File: src/rtl/if_fetch_ctrl.sv
// Instruction-fetch sequencer: owns the PC, issues fixed-latency reads to
// instruction memory and pulses IF_kick_up when the fetched word is valid.
module if_fetch_ctrl #(
  parameter logic [31:0] RESET_PC    = 32'h0000_0000,
  parameter int unsigned MEM_LATENCY = 1
) (
  input  logic        clk,
  input  logic        reset,
  input  logic        stall,
  input  logic        redirect_valid,
  input  logic [31:0] redirect_pc,
  output logic        inst_mem_req,
  output logic [31:0] inst_mem_addr,
  output logic        IF_kick_up,
  output logic [31:0] fetch_pc,
  output logic [31:0] inst_count
);

  typedef enum logic [1:0] {
    IDLE = 2'd0,
    REQ  = 2'd1,
    WAIT = 2'd2,
    HOLD = 2'd3
  } state_t;

  localparam logic [31:0] PC_ALIGN  = 32'hFFFF_FFFC;
  localparam logic [31:0] PC_INIT   = RESET_PC & PC_ALIGN;
  localparam logic [2:0]  WAIT_INIT = 3'(MEM_LATENCY - 1);

  state_t      state_q, state_d;
  logic [31:0] pc_q, pc_d;
  logic [31:0] cnt_q, cnt_d;
  logic [2:0]  wait_q, wait_d;

  always_ff @(posedge clk or posedge reset) begin
    if (reset) begin
      state_q <= IDLE;
      pc_q    <= PC_INIT;
      cnt_q   <= '0;
      wait_q  <= '0;
    end else begin
      state_q <= state_d;
      pc_q    <= pc_d;
      cnt_q   <= cnt_d;
      wait_q  <= wait_d;
    end
  end

  always_comb begin
    state_d      = state_q;
    pc_d         = pc_q;
    cnt_d        = cnt_q;
    wait_d       = wait_q;
    inst_mem_req = 1'b0;
    IF_kick_up   = 1'b0;

    unique case (state_q)
      IDLE: state_d = REQ;
      REQ: begin
        inst_mem_req = 1'b1;
        wait_d       = WAIT_INIT;
        state_d      = WAIT;
      end
      WAIT: begin
        if (wait_q != '0) begin
          wait_d = wait_q - 3'd1;
        end else if (!stall) begin
          IF_kick_up = 1'b1;
          pc_d       = pc_q + 32'd4;
          cnt_d      = cnt_q + 32'd1;
          state_d    = REQ;
        end else begin
          state_d = HOLD;
        end
      end
      HOLD: begin
        if (!stall) begin
          IF_kick_up = 1'b1;
          pc_d       = pc_q + 32'd4;
          cnt_d      = cnt_q + 32'd1;
          state_d    = REQ;
        end
      end
      default: state_d = IDLE;
    endcase

    // Redirect overrides everything decoded above, discarding any delivery.
    if (redirect_valid) begin
      IF_kick_up = 1'b0;
      pc_d       = redirect_pc & PC_ALIGN;
      cnt_d      = cnt_q;
      wait_d     = '0;
      state_d    = REQ;
    end
  end

  assign inst_mem_addr = pc_q;
  assign fetch_pc      = pc_q;
  assign inst_count    = cnt_q;

  a_req_only_in_req : assert property (@(posedge clk) disable iff (reset)
    inst_mem_req |-> (state_q == REQ));
  a_no_kick_on_redirect : assert property (@(posedge clk) disable iff (reset)
    IF_kick_up |-> !redirect_valid);
  a_no_back_to_back_kick : assert property (@(posedge clk) disable iff (reset)
    IF_kick_up |=> !IF_kick_up);

endmodule
File: config.mk
export PLATFORM = sky130hd
export DESIGN_NAME = if_fetch_ctrl
export DESIGN_NICKNAME = d
export VERILOG_FILES = /design/src/rtl/if_fetch_ctrl.sv
export SDC_FILE = /design/constraint.sdc
export NUM_CORES = 1
export LEC_CHECK = 0
export CAP_MARGIN = 20
export CORE_MARGIN = 8
export CORE_UTILIZATION = 46
export CTS_CLUSTER_DIAMETER = 50
export DETAILED_ROUTE_END_ITERATION = 8
export GPL_TIMING_DRIVEN = 0
export PLACE_DENSITY = 0.91
export REMOVE_ABC_BUFFERS = 1
export SYNTH_ARGS = -nofsm -noshare
export SYNTH_HDL_FRONTEND = slang
export SYNTH_SLANG_ARGS = --single-unit
File: constraint.sdc
create_clock -name clk -period 2.7 [get_ports clk]
set_input_delay 0.81 -clock clk [delete_from_list [all_inputs] [get_ports clk]]
set_output_delay 0.81 -clock clk [all_outputs]
set_load 0.02 [all_outputs]
## After elaboration in Yosys (flattened, before gate mapping)

Cells that the tools add are included.

| operators by class | value |
|---|---|
| bitwise gates (word level) | 1 |
| reduce and logical (&&, ||, !) cells | 9 |
| $add $sub $neg | 3 |
| equality and inequality tests | 7 |
| multiplexer cells | 20 |

Operator list:

| kind | number |
|---|---|
| 32-bit 2-to-1 mux | 5 |
| 32-bit one-hot mux with 2 select lines | 2 |
| 32-bit by 1-bit adder with 32-bit output, second input constant | 1 |
| 32-bit by 3-bit adder with 32-bit output, second input constant | 1 |
| 3-bit != test, second input constant | 3 |
| 3-bit nonzero test | 3 |
| 2-bit 2-to-1 mux | 4 |
| 2-bit one-hot mux with 4 select lines | 1 |
| 3-bit 2-to-1 mux | 2 |
| 3-bit one-hot mux with 2 select lines | 1 |
| 2-bit AND reduction | 3 |
| 2-bit == test, second input constant | 2 |
| 1-bit 2-to-1 mux | 4 |
| 3-bit AND reduction | 1 |
| 3-bit by 1-bit subtractor with 3-bit output, second input constant | 1 |
| 2-bit by 1-bit == test with 1-bit output, second input constant | 1 |
| 2-bit zero test | 1 |
| 2-bit != test, second input constant | 1 |
| 1-bit one-hot mux with 2 select lines | 1 |
| 2-bit nonzero test | 1 |
| 1-bit NOT | 1 |

| word-level totals | value |
|---|---|
| register bits | 69 |
| input port bits | 36 |
| output and inout port bits | 98 |
| logic and storage cells | 44 |

## Logic depth before layout (Yosys ltp)

Gate-level depths: netlist of the first run.

| logic depth | value |
|---|---|
| word-level depth | 5 |
| gate-level depth with buffers | 9 |
| gate-level depth less buffers | 8 |

## Worst setup path after synthesis of the first run

Ideal clock, no wire load.

| timing path | value |
|---|---|
| kind | in2out |
| from | input port redirect_valid |
| to | output port IF_kick_up |
| cell stages on the path | 3 |
| data arrival time | 1.468 ns |
| path slack | 0.422 ns |
| required time | 1.890 ns |
| path buffers | 1 |
| path through | or2_0 buf_6 nor2_1 |

| between the ends | value |
|---|---|
| longest elaborated chain between the ends | 1 |

Ends and longest elaborated chain:

| element | line | text |
|---|---|---|
| start: declaration | 10 | `input logic redirect_valid,` |
| 1-bit 2-to-1 mux | 88 | `if (redirect_valid) begin` |
| end: declaration | 14 | `output logic IF_kick_up,` |

No other way between the ends.

## Worst setup path after layout of the first run

| timing path | value |
|---|---|
| from | input port stall |
| to | output port IF_kick_up |

| between the ends | value |
|---|---|
| longest elaborated chain between the ends | 4 |

Ends and longest elaborated chain:

| element | line | text |
|---|---|---|
| start: declaration | 9 | `input logic stall,` |
| 1-bit 2-to-1 mux (*) | 67, 77 |  |
| 1-bit 2-to-1 mux | 65 | `if (wait_q != '0) begin` |
| 1-bit one-hot mux with 2 select lines (*) | 57 | `unique case (state_q)` |
| 1-bit 2-to-1 mux (*) | 88 |  |

Mark *: on every way between the ends. The rest lies on a longest branch, timed or not.

==> impl_results.md, run 1 <==
* Most common cell after layout, fill and taps aside: clkdlybuf4s50_1
* Initial antenna violation count at 0
* Fill count at 639
* Synth Flop Type: dfrtp_1
* Seq/Total Area, Yosys at 0.439
* Largest net degree at the start of global routing at 46
* CP most frequent cell: clkdlybuf4s15_2
* Worst path bufs/invs at 2
* Core ar. at 8130 um^2
* Critical path's slowest cell: or2_4
* Clock power share at 0.308
* Nets at 539
* Gate Count Post-Synth at 397
* Die ar. at 11,500 um^2
* Critical Path RT at 1.89 ns
* CTS tree: done
* Residual DRC at 0
* Pins Over Slew Limit at 0
* Setup violators final at 0
* Yosys top cell area share at 0.439
* Via-to-Cell Ratio at 5.25
* Synth Area per Inst at 9.62 um^2
* Total track usage at 0.173
* Area occupied by multi-input gates at 1800 um^2
* Internal Pwr Total at 2.05 mW
* Tot Pwr at 3.09 mW
* H-tree levels at 3
* Area post-placement at 4950 um^2
* Sum Neg Setup Slack at 0 ns
* P_sw at 1.04 mW
* Vias in the first global route at 3,259
* Critical Path End Type: primary output
* Layout area overhead at 35.6%
* Hold Buf Count CTS at 0
* Yosys warnings at 0
* Register area at 1680 um^2
* Post-synth top area cell: dfrtp_1
* Post-synth ARST share at 1.00
* Critical Path Fanout Max at 8
* Clk buf depth at 2
* DR WL/cell at 16.3 um
* Rel. slew slack at 0.511
* Die height at 107 um
* First-pass GRT wire length at 16,100 um
* Port bufs at 127
* Clock Tree Root: clkbuf_8
* Initial DRC count at 119
* DP Worst Slack at -0.856 ns
* Dpl hpwl at 7630 um
* Critical path launch point type: input pin
* GRT overflow at 0
* Routability Congestion at 0.769
* Hold Path Class: reg2reg
* Clk pin slew, worst setup/hold paths at 0.07 ns
* Minimum clock period at 2.64 ns
* # Post-CTS Setup Buffers at 0
* Final setup margin at 0.0632 ns
* Post-synth design cell area at 3820 um^2
* Resize count post-CTS at 8
* RSZ-0062 raised after global routing: no
* Die Width at 107 um
* Clk sinks at 67
* CP cell instances: clkdlybuf4s15_2 -> or2_4 -> nor2_1 -> clkdlybuf4s15_2
* Share of layout cells above drive strength 1 at 0.0700
* Actual slew at the worst max-slew pin at 0.731 ns
* Most frequent cells in the layout: clkdlybuf4s50_1 (124), dfrtp_1 (67), nand2_1 (58)
* Share of power burned in registers at 0.397
* Via count at 3,179
* CP Data Arrival Time at 1.83 ns
* Util after Layout at 0.637
* Post-synth EDFFs at 0
* Status: completed
* DRT Wirelength at 9870 um
* Crit Path Category: in2out
* CP max stage delay at 0.32 ns
* Final period util at 0.977
* Final clock skew at 0.00760 ns
* Pwr dens at 595 nW/um^2
* Top post-synthesis cells by area: dfrtp_1 (44%), xor2_1 (7.1%), buf_4 (7.1%), xnor2_1 (6.0%), nand2_1 (5.7%)
* FP Rows at 33
* Clock Latency Late Sink at 0.34 ns
* Final count of hold timing violations at 0
* Combinational share of power at 0.295
* Num CTS Buffers at 9
* Net Sw Frac at 0.337
* # diodes at 0
* Fmax achieved at 379 MHz
* Max-cap violations at 0
* Initial Util at 0.470
* CP delay by family, top: buffers and inverters
* Ports at 134
* DRT antenna net count at 0
* FF+latch count, synth at 67
* Post-Layout Inst Area at 5180 um^2
* Post-synth cell types at 39
* Pre-antenna DRT Iters at 4
* Maximum VDD drop at 331 uV
* Leakage at 2.17 nW
[power by group through the flow]
stage / Combinational [mW] / Clock (mW) / Sequential [mW]
5_1_grt: 0.986 / 1.02 / 1.24
2_1_floorplan: 0.351 / 0 / 1.36
4_1_cts: 0.920 / 0.969 / 1.22
3_3_place_gp: 0.882 / 0 / 1.23
6_report: 0.910 / 0.951 / 1.22
3_5_place_dp: 0.916 / 0 / 1.24
[through the flow]
stage,std cells,hold slack [ns]
2_1_floorplan,355,0.480
3_3_place_gp,587,0.461
3_5_place_dp,589,0.475
4_1_cts,605,0.486
5_1_grt,605,0.519
6_report,605,0.492
[area by class of cell]
cell class	instances	share of cell area
timing repair buffer	129	0.253
tap	105	0.0254
sequential	67	0.324
clock inverter	6	0.0171
multi-input combinational	279	0.348
inverter	9	0.00652
clock buffer	10	0.0266
[synthesized netlist by cell type (all sizes together) (8+ instances only)]
library cell   n
and3          11
buf           38
dfrtp         67
ha             8
inv            9
nand2         58
nand3         24
nand4         22
nor2          21
nor3           8
nor4           8
o21ai         29
xnor2         26
xor2          31
[state kept, by name, summed over array words and instances (netlist names)]
register    cells
inst_count     32
state_q         2
wait_q          3
fetch_pc       30
[worst reg2reg max path, stage by stage (launching register included)]
cell and delay [ns]:
dfrtp_1 0.44, inv_1 0.07, ha_1 0.31, mux2i_4 0.33, nor4_4 0.64, nand4_1 0.22
xor2_1 0.23, o21ai_1 0.09
[worst paths after layout]
| kind | from | end | slack [ns] | cells after the start |
|---|---|---|---|---|
| min in group asynchronous | reset | fetch_pc[20]$_DFFE_PP0P_ | 0.83 | 2 |
| min reg2reg | inst_count[31]$_DFFE_PP0P_ | inst_count[31]$_DFFE_PP0P_ | 0.49 | 1 |
| max reg2reg | state_q[0]$_DFFE_PP0P_ | fetch_pc[29]$_DFFE_PP0P_ | 0.26 | 7 |
| max | stall | IF_kick_up | 0.06 | 4 |
| max in group asynchronous | reset | inst_count[1]$_DFFE_PP0P_ | 1.26 | 3 |
| min | inst_count[31]$_DFFE_PP0P_ | inst_count[31]$_DFFE_PP0P_ | 0.49 | 1 |
[metal layers]
| metal | vias to the layer above | wire length (um) | global-route usage |
|---|---|---|---|
| met1 | 1517 | 4170 | 0.201 |
| met2 | 127 | 4950 | 0.301 |
| li1 | 1527 | - | - |
| met5 | - | 0 | 0 |
| met4 | 0 | 85 | 0.0553 |
| met3 | 8 | 664 | 0.0486 |
[cells by family (layout without fill, tap and decap cells)]
group,count (synthesis),count (layout),synth area share
other,1,4,0.000982
AND/OR/NAND/NOR,166,166,0.240
flip-flops,67,67,0.439
XOR/XNOR,57,57,0.131
AO/OA/AOI/OAI,40,40,0.0570
adder cells (fa/ha/maj),8,8,0.0262
buffers and inverters,54,154,0.0924
multiplexers,4,4,0.0141
(Power assumes the default switching activity.)
==> run 2: changes to the inputs <==
--- a/config.mk
+++ b/config.mk
@@ -5,10 +5,9 @@
 export SDC_FILE = /design/constraint.sdc
 export NUM_CORES = 1
 export LEC_CHECK = 0
-export CAP_MARGIN = 20
+export CORE_ASPECT_RATIO = 1.4
 export CORE_MARGIN = 8
 export CORE_UTILIZATION = 46
-export CTS_CLUSTER_DIAMETER = 50
 export DETAILED_ROUTE_END_ITERATION = 8
 export GPL_TIMING_DRIVEN = 0
 export PLACE_DENSITY = 0.91
==> run 2 against run 1 <==
Clock power grew 40%. Count of clock-buffer cells in the layout grew 3. Register-to-register slack gained 0.03 ns. Wire length grew 4.6%. Sequential power is essentially flat. Power grew 12%. Final cell count shrank 0.50%. Die area grew 0.36%. Largest power group is now the clock network. Combinational power is essentially flat. Clock skew is essentially flat. Via count grew 0.47%. Worst setup slack lost 0.025 ns.
==> impl_results.md, run 2 (synthesis gave the netlist of run 1 again) <==
* Fmax achieved at 376 MHz
* Initial DRC count at 94
* H-tree levels at 3
* Via count at 3,194
* Maximum VDD drop at 509 uV
* Pwr dens at 654 nW/um^2
* Total track usage at 0.183
* Most common cell after layout, fill and taps aside: clkdlybuf4s50_1
* Clk sinks at 67
* DRT antenna net count at 0
* Core ar. at 8100 um^2
* Critical Path End Type: primary output
* FP Rows at 39
* Critical Path RT at 1.89 ns
* # Post-CTS Setup Buffers at 0
* Setup violators final at 0
* DR WL/cell at 17.1 um
* # diodes at 0
* Max-cap violations at 0
* Clock Latency Late Sink at 0.33 ns
* Dpl hpwl at 7880 um
* Die height at 124 um
* GRT overflow at 0
* Fill count at 677
* Final clock skew at 0.00711 ns
* RSZ-0062 raised after global routing: no
* Met2 usage at 0.326
* Clock Tree Root: clkbuf_16
* Hold Buf Count CTS at 0
* Nets at 539
* Crit Path Category: in2out
* DP Worst Slack at -0.870 ns
* Critical Path Fanout Max at 8
* Hold Path Class: reg2reg
* Die Width at 93.0 um
* Residual DRC at 0
* CTS tree: done
* Die ar. at 11,500 um^2
* Final setup margin at 0.0383 ns
* DRT Wirelength at 10,300 um
* Layout area overhead at 38.9%
* Pins Over Slew Limit at 0
* Routability Congestion at 0.776
* Util after Layout at 0.655
* Via-to-Cell Ratio at 5.31
* GRT met3 Usage at 0.0476
* Most frequent cells in the layout: clkdlybuf4s50_1 (124), dfrtp_1 (67), nand2_1 (58)
* Critical path launch point type: input pin
* Initial Util at 0.472
* Status: completed
* Final count of hold timing violations at 0
* Clk buf depth at 2
* Largest register FFs at 32
* Clk pin slew, worst setup/hold paths at 0.05 ns
* Num CTS Buffers at 9
* Rel. slew slack at 0.485
* Largest net degree at the start of global routing at 43
* Initial antenna violation count at 0
* CP Data Arrival Time at 1.85 ns
* Vias in the first global route at 3,372
* First-pass GRT wire length at 16,900 um
* Ports at 134
* Minimum clock period at 2.66 ns
* M1 GR Usage at 0.196
* Share of layout cells above drive strength 1 at 0.0680
* Global route hottest layer: met2
* Actual slew at the worst max-slew pin at 0.769 ns
* Pre-antenna DRT Iters at 4
* Final period util at 0.986
* Port bufs at 127
* Leakage at 2.24 nW
[run 2: changes by cell type in the layout (fill, tap and decap cells not counted), sizes merged]
cell	delta
clkdlybuf4s15	-2
clkinv	-2
buf	+1
clkinvlp	-1
clkbuf	+3
dlygate4sd2	+1
[run 2: path summary, 6_finish.rpt]
check                                              to  slack [ns]  depth (start not counted)                       start
max in group asynchronous    fetch_pc[12]$_DFFE_PP0P_        1.23                          3                       reset
min in group asynchronous  inst_count[29]$_DFFE_PP0P_        0.85                          2                       reset
min reg2reg                inst_count[31]$_DFFE_PP0P_        0.48                          1  inst_count[31]$_DFFE_PP0P_
max reg2reg                   fetch_pc[9]$_DFFE_PP0P_        0.29                          8       wait_q[0]$_DFFE_PP0P_
max                                        IF_kick_up        0.04                          4                       stall
min                        inst_count[31]$_DFFE_PP0P_        0.48                          1  inst_count[31]$_DFFE_PP0P_
[run 2: repair_timing]
item	4_1_cts	5_1_grt
gates resized for setup	9	1
setup endpoints to repair	2	1
gates cloned	0	0
[run 2: worst max-delay path, cell delays in order]
cell,delay (ns)
dlygate4sd2_1,0.37
or2_4,0.34
nor2_1,0.17
buf_4,0.17
[run 2: metrics by stage]
| step | TNS [ns] | cell area, um^2 | total power, mW | cells | hold WS, ns |
|---|---|---|---|---|---|
| 2_1_floorplan | 0 | 3510 | 1.71 | 355 | 0.480 |
| 3_3_place_gp | -116.61 | 4910 | 2.11 | 584 | 0.464 |
| 3_5_place_dp | -6.29 | 4950 | 2.16 | 586 | 0.486 |
| 4_1_cts | 0 | 5300 | 3.50 | 602 | 0.494 |
| 5_1_grt | 0 | 5310 | 3.64 | 602 | 0.503 |
| 6_report | 0 | 5310 | 3.47 | 602 | 0.482 |
[run 2: power by group]
group	switching [mW]	internal, mW	total (mW)
Combinational	0.495	0.415	0.909
Clock	0.424	0.909	1.33
Sequential	0.136	1.09	1.23
Total	1.05	2.41	3.47
[run 2: final cells by class]
type | count | area [um^2] | share of cell area
Multi-Input combinational cell | 279 | 1800 | 0.340
Sequential cell | 67 | 1680 | 0.316
Timing Repair Buffer | 129 | 1320 | 0.248
Clock buffer | 13 | 280 | 0.0528
Tap cell | 102 | 128 | 0.0241
Clock inverter | 3 | 67.6 | 0.0127
Inverter | 9 | 33.8 | 0.00637
[run 2: routing by layer]
layer	part of all wire	wire length [um]
met5	0	0
met2	0.53	5500
met4	0.029	304
met3	0.055	563
met1	0.38	3950
